--- src/rtl/md_sched_if.sv ---
// E-stage MD hazard interface: decoded instruction flags in, issue/stall/status and perf counters out.
interface md_sched_if;
    logic        valid_E;
    logic        op_mul_E;
    logic        op_div_E;
    logic        divz_E;
    logic        op_mf_E;
    logic        op_mt_E;
    logic        exc_pending;
    logic        stall_ext;
    logic        en_md;
    logic        stall_md;
    logic        busy;
    logic        done;
    logic [31:0] issue_cnt;
    logic [31:0] stall_cyc;

    modport master (
        output valid_E, op_mul_E, op_div_E, divz_E, op_mf_E, op_mt_E, exc_pending, stall_ext,
        input  en_md, stall_md, busy, done, issue_cnt, stall_cyc
    );

    modport slave (
        input  valid_E, op_mul_E, op_div_E, divz_E, op_mf_E, op_mt_E, exc_pending, stall_ext,
        output en_md, stall_md, busy, done, issue_cnt, stall_cyc
    );
endinterface

--- src/rtl/md_sched.sv ---
// Multiply-divide issue/hazard scheduler: mirrors the MDU latency countdown and stalls E
// while HI/LO is being produced; also counts MD issues and MD stall cycles.
module md_sched #(
    parameter int unsigned MULT_DELAY = 5,
    parameter int unsigned DIV_DELAY  = 10
) (
    input  logic       clk,
    input  logic       reset,
    md_sched_if.slave  md
);

    typedef enum logic [1:0] {
        S_IDLE,
        S_RUN,
        S_COMMIT
    } state_e;

    localparam logic [6:0] MULT_LAT = 7'(MULT_DELAY);
    localparam logic [6:0] DIV_LAT  = 7'(DIV_DELAY);

    state_e      state_q, state_d;
    logic [6:0]  cnt_q, cnt_d;
    logic [31:0] issue_cnt_q, issue_cnt_d;
    logic [31:0] stall_cyc_q, stall_cyc_d;

    logic md_op;
    logic is_div;
    logic gate;
    logic md_class;

    always_comb begin
        md_op    = md.valid_E & (md.op_mul_E | (md.op_div_E & ~md.divz_E));
        is_div   = md.op_div_E & ~md.divz_E;
        gate     = ~md.exc_pending & ~md.stall_ext;
        md_class = md.op_mul_E | md.op_div_E | md.op_mf_E | md.op_mt_E;

        state_d     = state_q;
        cnt_d       = cnt_q;
        issue_cnt_d = issue_cnt_q;
        stall_cyc_d = stall_cyc_q;

        md.en_md    = (state_q == S_IDLE) & gate & md.valid_E & (md_op | md.op_mt_E);
        // A zero-divisor div is still MD-class, so it waits behind an in-flight op.
        md.stall_md = md.valid_E & md_class & (state_q != S_IDLE);
        md.busy     = (state_q != S_IDLE);
        md.done     = (state_q == S_COMMIT);

        unique case (state_q)
            S_IDLE: begin
                if (md_op && gate) begin
                    cnt_d       = is_div ? DIV_LAT : MULT_LAT;
                    state_d     = (cnt_d == 7'd1) ? S_COMMIT : S_RUN;
                    issue_cnt_d = issue_cnt_q + 32'd1;
                end
            end
            S_RUN: begin
                cnt_d = cnt_q - 7'd1;
                if (cnt_d == 7'd1) begin
                    state_d = S_COMMIT;
                end
            end
            S_COMMIT: begin
                state_d = S_IDLE;
                cnt_d   = '0;
            end
            default: begin
                state_d = S_IDLE;
                cnt_d   = '0;
            end
        endcase

        if (md.stall_md) begin
            stall_cyc_d = stall_cyc_q + 32'd1;
        end

        md.issue_cnt = issue_cnt_q;
        md.stall_cyc = stall_cyc_q;
    end

    always_ff @(posedge clk) begin
        if (!reset) begin
            state_q     <= S_IDLE;
            cnt_q       <= '0;
            issue_cnt_q <= '0;
            stall_cyc_q <= '0;
        end else begin
            state_q     <= state_d;
            cnt_q       <= cnt_d;
            issue_cnt_q <= issue_cnt_d;
            stall_cyc_q <= stall_cyc_d;
        end
    end

endmodule

--- src/flat_wrapper.sv ---
// flat-port wrapper written by rule: the top's interface ports become plain ports
module md_sched_flat 
#(
    parameter int unsigned MULT_DELAY = 5,
    parameter int unsigned DIV_DELAY  = 10
)
  (clk, reset, md_valid_E, md_op_mul_E, md_op_div_E, md_divz_E, md_op_mf_E, md_op_mt_E, md_exc_pending, md_stall_ext, md_en_md, md_stall_md, md_busy, md_done, md_issue_cnt, md_stall_cyc);
  md_sched_if md_i ();
  input  logic clk;
  input  logic reset;
  input wire logic [$bits(md_i.valid_E)-1:0] md_valid_E;
  input wire logic [$bits(md_i.op_mul_E)-1:0] md_op_mul_E;
  input wire logic [$bits(md_i.op_div_E)-1:0] md_op_div_E;
  input wire logic [$bits(md_i.divz_E)-1:0] md_divz_E;
  input wire logic [$bits(md_i.op_mf_E)-1:0] md_op_mf_E;
  input wire logic [$bits(md_i.op_mt_E)-1:0] md_op_mt_E;
  input wire logic [$bits(md_i.exc_pending)-1:0] md_exc_pending;
  input wire logic [$bits(md_i.stall_ext)-1:0] md_stall_ext;
  output wire logic [$bits(md_i.en_md)-1:0] md_en_md;
  output wire logic [$bits(md_i.stall_md)-1:0] md_stall_md;
  output wire logic [$bits(md_i.busy)-1:0] md_busy;
  output wire logic [$bits(md_i.done)-1:0] md_done;
  output wire logic [$bits(md_i.issue_cnt)-1:0] md_issue_cnt;
  output wire logic [$bits(md_i.stall_cyc)-1:0] md_stall_cyc;
  assign md_i.valid_E = md_valid_E;
  assign md_i.op_mul_E = md_op_mul_E;
  assign md_i.op_div_E = md_op_div_E;
  assign md_i.divz_E = md_divz_E;
  assign md_i.op_mf_E = md_op_mf_E;
  assign md_i.op_mt_E = md_op_mt_E;
  assign md_i.exc_pending = md_exc_pending;
  assign md_i.stall_ext = md_stall_ext;
  assign md_en_md = md_i.en_md;
  assign md_stall_md = md_i.stall_md;
  assign md_busy = md_i.busy;
  assign md_done = md_i.done;
  assign md_issue_cnt = md_i.issue_cnt;
  assign md_stall_cyc = md_i.stall_cyc;
  md_sched #(.MULT_DELAY(MULT_DELAY), .DIV_DELAY(DIV_DELAY)) u_core (.clk(clk), .reset(reset), .md(md_i));
endmodule
--- config.mk ---
export PLATFORM = sky130hd
export DESIGN_NAME = md_sched_flat
export DESIGN_NICKNAME = d
export VERILOG_FILES = /design/src/rtl/md_sched_if.sv /design/src/rtl/md_sched.sv /design/src/flat_wrapper.sv
export SDC_FILE = /design/constraint.sdc
export NUM_CORES = 1
export LEC_CHECK = 0
export CORE_UTILIZATION = 50
export DETAILED_ROUTE_END_ITERATION = 7
export PLACE_DENSITY = 0.82
export SLEW_MARGIN = 20
export SYNTH_ARGS = -nofsm -noshare
export SYNTH_HDL_FRONTEND = slang
export SYNTH_SLANG_ARGS = --single-unit
--- constraint.sdc ---
create_clock -name clk -period 2.8 [get_ports clk]
set_clock_uncertainty 0.1 [all_clocks]
set_input_delay 0.28 -clock clk [delete_from_list [all_inputs] [get_ports clk]]
set_output_delay 0.28 -clock clk [all_outputs]
set_load 0.01 [all_outputs]
# [After elaboration in Yosys (flattened, before gate mapping)]
# Index checks and enable logic that the tools add are counted.
# Widths: inputs -> output; s select.
[word_totals] reg_bits=73 in_bits=10 output_inout_bits=68 wordCells=41
[op_classes] add_sub_neg=3 eq_ne=6 muxes=7 bitwise_logic=16 reduce_logical=5
[ops] operator="$add 32x1->32 const B" count=2
[ops] operator="$eq 7x1->1 const B" count=2
[ops] operator="$pmux 7 s2" count=1
[ops] operator="$and 1x1->1" count=8
[ops] operator="$mux 7" count=1
[ops] operator="$sub 7x1->7 const B" count=1
[ops] operator="$mux 2" count=3
[ops] operator="$or 1x1->1" count=5
[ops] operator="$mux 4" count=1
[ops] operator="$pmux 2 s2" count=1
[ops] operator="$reduce_and 2->1" count=2
[ops] operator="$not 1->1" count=3
[ops] operator="$eq 2x1->1 const B" count=1
[ops] operator="$eq 2x2->1 const B" count=1
[ops] operator="$logic_not 2->1" count=1
[ops] operator="$ne 2x1->1 const B" count=1
[ops] operator="$ne 2x2->1 const B" count=1
[ops] operator="$reduce_bool 2->1" count=1
[ops] operator="$logic_and 1x1->1" count=1

# [Logic depth before layout (Yosys ltp)]
# Gate-level depths: netlist of run 1.
[logic_depth] ltp_word=7 mapped_depth=8 mapped_depth_nobuf=7

# [Worst setup path before layout of run 1]
# OpenSTA, ideal clock, no wires.
[synth_path] path_kind="register to register" startpoint="reg u_core.issue_cnt_q[0] (netlist: u_core.md.issue_cnt[0])" endpoint="reg u_core.issue_cnt_q[26] (netlist: u_core.md.issue_cnt[26])" setup_time_ps=115 arrival_ps=2158 required_ps=2585 setup_slack_ps=428 stages_incl_launch_ff=9 path_buffers=2 synth_period_minus_slack_ps=2372 path_cell_list="dfxtp_1 -> ha_1 -> nand3_4 -> a2111o_1 -> buf_6 -> or3_1 -> clkbuf_2 -> o31a_1 -> o21a_1"
[synth_between] elab_chain_cells=1
[synth_rtl] element="start: declaration" line_no="md_sched.sv:23" rtl="logic [31:0] issue_cnt_q, issue_cnt_d;"
[synth_rtl] element="start signal: assignment" line_no="md_sched.sv:89" rtl="issue_cnt_q <= issue_cnt_d;"
[synth_rtl] element="$add 32x1->32" line_no="md_sched.sv:53" rtl="issue_cnt_d = issue_cnt_q + 32'd1;"
# Every way passes these cells.
# A chain may end at the register's enable or synchronous reset.

# [Final worst setup path of run 1]
[layout_path] startpoint="in md_op_mul_E" endpoint="out md_stall_md"
[layout_between] elab_chain_cells=5
[layout_rtl] element="start: declaration" line_no="flat_wrapper.sv:12" rtl="input wire logic [$bits(md_i.op_mul_E)-1:0] md_op_mul_E;"
[layout_rtl] element="$or 1x1->1 (3 in series)" line_no="md_sched.sv:35" rtl="md_class = md.op_mul_E | md.op_div_E | md.op_mf_E | md.op_mt_E;"
[layout_rtl] element="$and 1x1->1 (2 in series)" line_no="md_sched.sv:44" rtl="md.stall_md = md.valid_E & md_class & (state_q != S_IDLE);"
[layout_rtl] element="end: declaration" line_no="flat_wrapper.sv:20" rtl="output wire logic [$bits(md_i.stall_md)-1:0] md_stall_md;"
# Every way passes these cells.

==> results of run 1 <==
-- layer usage --
| layer | up-vias | routed length (µm) | GRT usage [%] |
|---|---|---|---|
| li1 | 1691 | - | - |
| met1 | 1662 | 4059 | 34.06 |
| met2 | 104 | 4385 | 40.55 |
| met3 | 14 | 404 | 4.620 |
| met4 | 0 | 144 | 10.00 |
| met5 | - | 0 | 0 |
-- stage by stage --
stage / power (mW) / instance area (µm²) / cells / util (%)
4_1_cts: 2.074 / 4651 / 611 / 68.45
3_5_place_dp: 1.203 / 4437 / 596 / 65.30
5_1_grt: 2.134 / 4651 / 611 / 68.45
3_3_place_gp: 1.197 / 4437 / 596 / 65.30
2_1_floorplan: 1.155 / 3520 / 428 / -
6_report: 2.063 / 4651 / 611 / 68.45
-- worst max path at each step --
stage	slack, ns	from	to
2_1_floorplan	0.43	u_core.md.issue_cnt[0]	u_core.md.issue_cnt[26]
4_1_cts	0.25	md_op_mul_E	md_stall_md
5_1_grt	0.16	md_op_mul_E	md_stall_md
6_report	0.24	md_op_mul_E	md_stall_md
3_5_place_dp	0.16	md_valid_E	u_core.md.issue_cnt[30]
3_3_place_gp	0.21	md_valid_E	u_core.md.issue_cnt[26]
-- worst register-to-register path, cell delays in order, from the launching register on --
cell and delay (ns):
sky130_fd_sc_hd__dfxtp_1 0.43, sky130_fd_sc_hd__ha_1 0.25, sky130_fd_sc_hd__nand3_4 0.11, sky130_fd_sc_hd__a2111o_1 0.43, sky130_fd_sc_hd__or3_1 0.48, sky130_fd_sc_hd__or3_1 0.37
sky130_fd_sc_hd__a21oi_1 0.15
-- layout make-up --
type                       instances  area share, %
clock inverter                     2         0.7533
clock buffer                      13          3.847
inverter                          18          1.453
sequential                        73          31.42
timing repair buffer              88          18.62
tap                               96          2.583
multi-input combinational        321          41.32
-- synth_stat cells, types with 2 or more instances --
library cell	instances
sky130_fd_sc_hd__a21oi_1	27
sky130_fd_sc_hd__a31oi_1	4
sky130_fd_sc_hd__and3_1	7
sky130_fd_sc_hd__and4_1	6
sky130_fd_sc_hd__buf_1	2
sky130_fd_sc_hd__clkbuf_1	12
sky130_fd_sc_hd__dfxtp_1	73
sky130_fd_sc_hd__ha_1	4
sky130_fd_sc_hd__inv_1	16
sky130_fd_sc_hd__inv_2	2
sky130_fd_sc_hd__mux2i_1	2
sky130_fd_sc_hd__nand2_1	27
sky130_fd_sc_hd__nand2b_1	3
sky130_fd_sc_hd__nand3_1	22
sky130_fd_sc_hd__nand4_1	20
sky130_fd_sc_hd__nor2_1	50
sky130_fd_sc_hd__nor2b_1	3
sky130_fd_sc_hd__nor3_1	15
sky130_fd_sc_hd__nor3b_1	3
sky130_fd_sc_hd__nor4_1	9
sky130_fd_sc_hd__o2111ai_1	2
sky130_fd_sc_hd__o211ai_1	2
sky130_fd_sc_hd__o21a_1	2
sky130_fd_sc_hd__o21ai_0	28
sky130_fd_sc_hd__o22ai_1	2
sky130_fd_sc_hd__o31ai_1	2
sky130_fd_sc_hd__or2_2	2
sky130_fd_sc_hd__or3_1	21
sky130_fd_sc_hd__or4_1	2
sky130_fd_sc_hd__xnor2_1	18
sky130_fd_sc_hd__xor2_1	22
-- report_power, final --
group | switching (mW) | internal, mW | total, mW
Combinational | 0.0712 | 0.0512 | 0.122
Sequential | 0.0117 | 1.05 | 1.06
Clock | 0.379 | 0.503 | 0.882
-- logic make-up (layout without fill, tap and decap cells) --
kind of cell    Yosys count  count (layout)  synth area share (%)
compound gates           76              76                 12.44
xor+xnor                 40              40                 9.954
fa+ha+maj                 4               4                 1.422
buf+inv                  34             121                 3.875
flops                    73              73                 41.52
mux                       2               2                0.5688
simple gates            199             199                 30.22
-- registers in the layout, indices dropped and copies added (netlist names) --
| name | flops |
|---|---|
| u_core.md.issue_cnt | 32 |
| u_core.md.stall_cyc | 32 |
| u_core.cnt_q | 7 |
| u_core.state_q | 2 |
==> Implementation_results.wiki, run 1 <==
{| class="wikitable"
! Metric !! Value
|-
| Outcome || finished clean
|-
| Slowest stage cell on the critical path || sky130_fd_sc_hd__nor4_1
|-
| CTS Buf Count || 9
|-
| Most frequent cells in the layout || 77 x sky130_fd_sc_hd__clkdlybuf4s50_1, 73 x sky130_fd_sc_hd__dfxtp_1, 50 x sky130_fd_sc_hd__nor2_1
|-
| Layout cells sized above 1 || roughly 6.8%
|-
| Max Root-Sink Buffers || 2
|-
| Most repeated library cell on the critical path || sky130_fd_sc_hd__clkdlybuf4s50_1
|-
| Mean area per synthesized cell || 8.223 µm²
|-
| Largest net degree at the start of global routing || 34
|-
| List of cells traversed by the critical path || clkdlybuf4s50_1 -> nor4_1 -> nor3b_1 -> clkdlybuf4s50_1
|-
| Hold violation count in the final report || 0
|-
| Top cells by area, synth || sky130_fd_sc_hd__dfxtp_1 42%, sky130_fd_sc_hd__xor2_1 5.5%, sky130_fd_sc_hd__nor2_1 5.3%, sky130_fd_sc_hd__xnor2_1 4.5%, sky130_fd_sc_hd__o21ai_0 4.0%
|-
| Startpoint class of the critical path || input port
|-
| Worst hold path startpoint || u_core.md.stall_cyc[31]
|-
| Via count of the first global-routing pass || 3,137
|-
| RSZ-0062 raised after global routing || false
|-
| Post-detailed-placement half-perimeter wirelength || 6382 µm
|-
| Classification of the worst setup path || in2out
|-
| Fraction of synthesized cell area taken by the top area cell type || 41.52%
|-
| Distinct cell type count of the synthesized netlist || ~50
|-
| GRT Residual Overflow || 0
|-
| Root Driver || sky130_fd_sc_hd__clkbuf_8
|-
| Final min period || 2.563 ns
|-
| Fin Hold WS || 0.3910 ns
|-
| Area enclosed by the die boundary || around 0.0074 mm²
|-
| Skew-Pair Late Insertion Delay || ~0.35 ns
|-
| Final slew viol count || 0
|-
| Commonest non-fill, non-tap cell in the layout || sky130_fd_sc_hd__clkdlybuf4s50_1
|-
| Setup slack on the worst flop-to-flop path || around 0.41 ns
|-
| Number of cell instances on the worst register-to-register path || 6
|-
| Path length in cells of the critical path || 4
|-
| Initial DRC count || 176
|-
| Fill cells || 547
|-
| Hold Crit Endpoint || u_core.md.stall_cyc[31]
|-
| Detailed-route DRC error count || 0
|-
| Sum of buffers and inverters on the critical path || 2
|-
| Launch point of the worst reg-to-reg path || u_core.md.issue_cnt[0]
|-
| Power density of the placed cells || between 400 and 500 mW/mm²
|-
| Setup TNS Final || 0 ns
|-
| Post-synthesis sequential element count || 73
|-
| Height of the die || around 86 µm
|-
| Critical Path Max Stage Delay || roughly 0.63 ns
|-
| GRT Util Overall || between 20 and 30%
|-
| Number of enable flip-flop cells after synthesis || 0
|-
| Achievable frequency || approximately 390 MHz
|-
| Tcrit/Tclk final || 91.52%
|-
| Syn Nets || around 440
|-
| DRT antenna net count || 0
|-
| Endpoint required time on the critical path || approximately 2.4 ns
|-
| Number of setup violations in the final report || 0
|-
| Clock slew at reported path FFs || ~0.07 ns
|-
| Clock tree sinks || 73
|-
| Worst slack after detailed placement || ~0.16 ns
|-
| Count of buffers from port buffering || between 70 and 80
|-
| Post-synth top flop || sky130_fd_sc_hd__dfxtp_1
|-
| Detailed-route via count || about 3.5k
|-
| Mapped cell area || between 0.003 and 0.004 mm²
|-
| Average detailed-routed wire length per instance || 14.72 µm
|-
| Antenna violations before repair || 0
|-
| Area occupied by multi-input gates || 0.001922 mm²
|-
| Top-level port count || just under 80
|-
| Core outline area || 0.006794 mm²
|-
| Growth of design area from synthesis to finish || 32.14%
|-
| FF/Latch Area || around 0.0015 mm²
|-
| H-tree Lvls || 3
|-
| PostCTS Resize Cnt || 0
|-
| Share of synthesized registers carrying an async set or reset || 0%
|-
| Slew at the pin closest to its max-slew limit || 0.6397 ns
|-
| Count of max-cap constraint violations || 0
|-
| Cell count after synthesis || roughly 430
|-
| CTS tree || yes
|-
| Final antenna diode count || 0
|-
| Max-Slew Margin vs Limit || between 50% and 60%
|-
| Post-synthesis sequential area ratio || 41.52%
|-
| Final weighted congestion of routability-driven global placement || between 0.8 and 0.9
|-
| Global-route wire length before repair || around 15,000 µm
|-
| Starting Density || between 50% and 60%
|-
| Vias per inst || around 5.7
|-
| Endpoint arrival time on the critical path || 2.18 ns
|-
| Cell type with the largest total area after synthesis || sky130_fd_sc_hd__dfxtp_1
|-
| Worst hold path cell count || 2
|-
| Die outline width || 85.90 µm
|-
| Dominant delay contributor by cell family on the critical path || buffers and inverters
|-
| Quantity of hold-fixing buffers added after cts || 0
|-
| Synthesis Warnings || 0
|-
| Peak supply drop || roughly 0.25 mV
|-
| Count of TritonRoute iterations in the first routing pass || 5
|-
| Core Rows || 30
|-
| Final net count || between 500 and 600
|-
| Critical R2R Capture || u_core.md.issue_cnt[20]
|-
| Final Routed Wirelength || 8994 µm
|-
| Largest fanout of any net on the critical path || 8
|-
| Category of the worst setup path capture point || output port
|-
| Leakage || roughly 1.5 nW
|-
| Total setup buffers inserted after CTS || 0
|-
| Worst min-delay path class || reg2reg
|-
| PnR worst setup slack || between 0.2 and 0.25 ns
|}
(Power assumes the default switching activity.)
==> run 2: changes to the inputs <==
--- a/config.mk
+++ b/config.mk
@@ -5,10 +5,13 @@
 export SDC_FILE = /design/constraint.sdc
 export NUM_CORES = 1
 export LEC_CHECK = 0
-export CORE_UTILIZATION = 50
+export CAP_MARGIN = 15
+export CORE_UTILIZATION = 60
 export DETAILED_ROUTE_END_ITERATION = 7
-export PLACE_DENSITY = 0.82
+export DONT_BUFFER_PORTS = 1
+export PLACE_DENSITY = 0.79
 export SLEW_MARGIN = 20
 export SYNTH_ARGS = -nofsm -noshare
 export SYNTH_HDL_FRONTEND = slang
 export SYNTH_SLANG_ARGS = --single-unit
+export TNS_END_PERCENT = 50
==> Implementation_results.wiki, run 2 (synthesized netlist as in run 1, its figures left out) <==
{| class="wikitable"
! Metric !! Value
|-
| Fill cells || 466
|-
| Met2 track demand over resource || a little over two fifths
|-
| Detailed-route via count || between 3k and 4k
|-
| Tcrit/Tclk final || between 90% and 100%
|-
| Startpoint class of the critical path || register
|-
| Number of setup violations in the final report || 0
|-
| RSZ-0062 raised after global routing || false
|-
| Achievable frequency || 394.7 MHz
|-
| Count of TritonRoute iterations in the first routing pass || 5
|-
| Setup TNS Final || 0 ns
|-
| Commonest non-fill, non-tap cell in the layout || sky130_fd_sc_hd__dfxtp_1
|-
| Sequential cell fraction of total power || between 50% and 60%
|-
| Endpoint arrival time on the critical path || roughly 2.7 ns
|-
| Growth of design area from synthesis to finish || 8.034%
|-
| Classification of the worst setup path || reg2reg
|-
| Most frequent cells in the layout || 73 x sky130_fd_sc_hd__dfxtp_1, 50 x sky130_fd_sc_hd__nor2_1, 28 x sky130_fd_sc_hd__o21ai_0
|-
| Area enclosed by the die boundary || roughly 0.0062 mm²
|-
| Quantity of hold-fixing buffers added after cts || 1
|-
| Final slew viol count || 0
|-
| Outcome || finished clean
|-
| Global-route wire length before repair || roughly 13,000 µm
|-
| Cell total after placement || ~490
|-
| Antenna violations before repair || 0
|-
| Core outline area || ~0.0056 mm²
|-
| Skew-Pair Late Insertion Delay || between 0.3 and 0.4 ns
|-
| Root Driver || sky130_fd_sc_hd__clkbuf_8
|-
| Worst setup startpoint || u_core.md.issue_cnt[1]
|-
| Net Switching || between 400 and 500 µW
|-
| GRT Util Overall || 26.47%
|-
| Largest net degree at the start of global routing || 43
|-
| Starting Density || a little over three fifths
|-
| Leakage || 1.246 nW
|-
| Max Root-Sink Buffers || 2
|-
| Utilization of the core after routing || 68.22%
|-
| Final min period || around 2.5 ns
|-
| Worst hold path startpoint || md_op_mul_E
|-
| Final antenna diode count || 0
|-
| Layout cells sized above 1 || approximately 7.6%
|-
| Clock slew at reported path FFs || roughly 0.070 ns
|-
| Average detailed-routed wire length per instance || roughly 16 µm
|-
| Category of the worst setup path capture point || register
|-
| Count of buffers from port buffering || 0
|-
| Height of the die || approximately 79 µm
|-
| Core Rows || 27
|-
| Final net count || roughly 450
|-
| Die outline width || 78.59 µm
|-
| Switching portion of total power || 23.78%
|-
| Power density of the placed cells || roughly 500 mW/mm²
|-
| GRT met1 Usage || between 30 and 40%
|-
| Fraction of power consumed by combinational cells || ~5.1%
|-
| Met3 usage in global routing || 6.395%
|-
| Peak supply drop || about 0.34 mV
|-
| PnR worst setup slack || 0.2666 ns
|-
| Total setup buffers inserted after CTS || 0
|-
| Hold violation count in the final report || 0
|-
| Via count of the first global-routing pass || 2,889
|-
| Fin Hold WS || between 0.15 and 0.2 ns
|-
| GRT Residual Overflow || 0
|-
| Largest fanout of any net on the critical path || 10
|-
| Vias per inst || about 6.2
|-
| Initial DRC count || between 200 and 250
|-
| Area of all placed cells without fillers || 0.003802 mm²
|-
| Slowest stage cell on the critical path || sky130_fd_sc_hd__a2111o_1
|-
| H-tree Lvls || 3
|-
| Critical Path Max Stage Delay || between 0.5 and 0.6 ns
|-
| Top-level port count || 78
|-
| Most Crowded Layer GR || met2
|-
| Finished Layout Cells || roughly 500
|-
| Final weighted congestion of routability-driven global placement || approximately 0.8
|-
| CTS Buf Count || 9
|-
| Clock power share || between 40 and 50%
|-
| Most repeated library cell on the critical path || sky130_fd_sc_hd__or3_1
|-
| Clock tree sinks || 73
|-
| Worst min-delay path class || in2reg
|-
| Max-Slew Margin vs Limit || between 50% and 60%
|-
| List of cells traversed by the critical path || ha_1 -> nand3_4 -> a2111o_1 -> or3_1 -> or3_1 -> a21oi_1
|-
| Detailed-route DRC error count || 0
|-
| Endpoint required time on the critical path || ~3.0 ns
|-
| Internal portion of total power || 1.482 mW
|-
| Worst slack after detailed placement || approximately 0.28 ns
|-
| Slew at the pin closest to its max-slew limit || approximately 0.74 ns
|-
| Cell area after placement || between 0.003 and 0.004 mm²
|-
| Final Routed Wirelength || 7973 µm
|-
| DRT antenna net count || 0
|-
| PostCTS Resize Cnt || 0
|-
| Overall power after layout || 1.944 mW
|-
| Count of max-cap constraint violations || 0
|-
| Post-detailed-placement half-perimeter wirelength || between 5000 and 6000 µm
|-
| Launch point of the worst reg-to-reg path || u_core.md.issue_cnt[1]
|-
| CTS tree || yes
|}
-- run 2: changes by cell type in the layout (fill, tap and decap cells not counted), sizes merged --
cell | before | now
buf | 11 | 9
clkinv | 1 | 3
clkbuf | 13 | 9
clkinvlp | 0 | 2
dlygate4sd3 | 0 | 1
clkdlybuf4s50 | 77 | 0
-- run 2: critical path: cells and delay by family, from the launching register on --
kind / cells / cell delay (ns)
flip-flops: 1 / 0.45
AND/OR/NAND/NOR: 3 / 0.95
AO/OA/AOI/OAI: 2 / 0.69
adder cells (fa/ha/maj): 1 / 0.26
-- run 2: final timing paths --
path                                                 to  slack [ns]  cells past startpoint
worst max-delay path            u_core.md.issue_cnt[30]        0.27                      6
worst min-delay path             u_core.md.issue_cnt[1]        0.19                      4
worst max register to register  u_core.md.issue_cnt[30]        0.27                      6
worst min register to register          u_core.cnt_q[4]        0.40                      1
-- run 2: area by class of cell --
| cell class | instances | area, µm² | share of cell area (%) |
|---|---|---|---|
| multi-input cells | 321 | 1922 | 50.54 |
| flip-flops and latches | 73 | 1461 | 38.43 |
| clock buffers | 9 | 123.9 | 3.258 |
| well taps | 72 | 90.09 | 2.369 |
| repair buffers | 10 | 77.57 | 2.040 |
| inverters | 18 | 67.56 | 1.777 |
| clock inverters | 6 | 60.06 | 1.579 |
-- run 2: metal layers --
layer,wire (µm),up-vias
li1,-,1539
met1,3652,1498
met2,3652,113
met3,545,11
met4,123,0
met5,0,-
-- run 2: power by group through the flow --
stage / clock network, mW / logic (mW) / registers (mW)
5_1_grt: 0.845 / 0.109 / 1.06
2_1_floorplan: 0 / 0.0757 / 1.08
3_3_place_gp: 0 / 0.0909 / 1.08
3_5_place_dp: 0 / 0.0936 / 1.08
4_1_cts: 0.800 / 0.0976 / 1.06
6_report: 0.788 / 0.0986 / 1.06
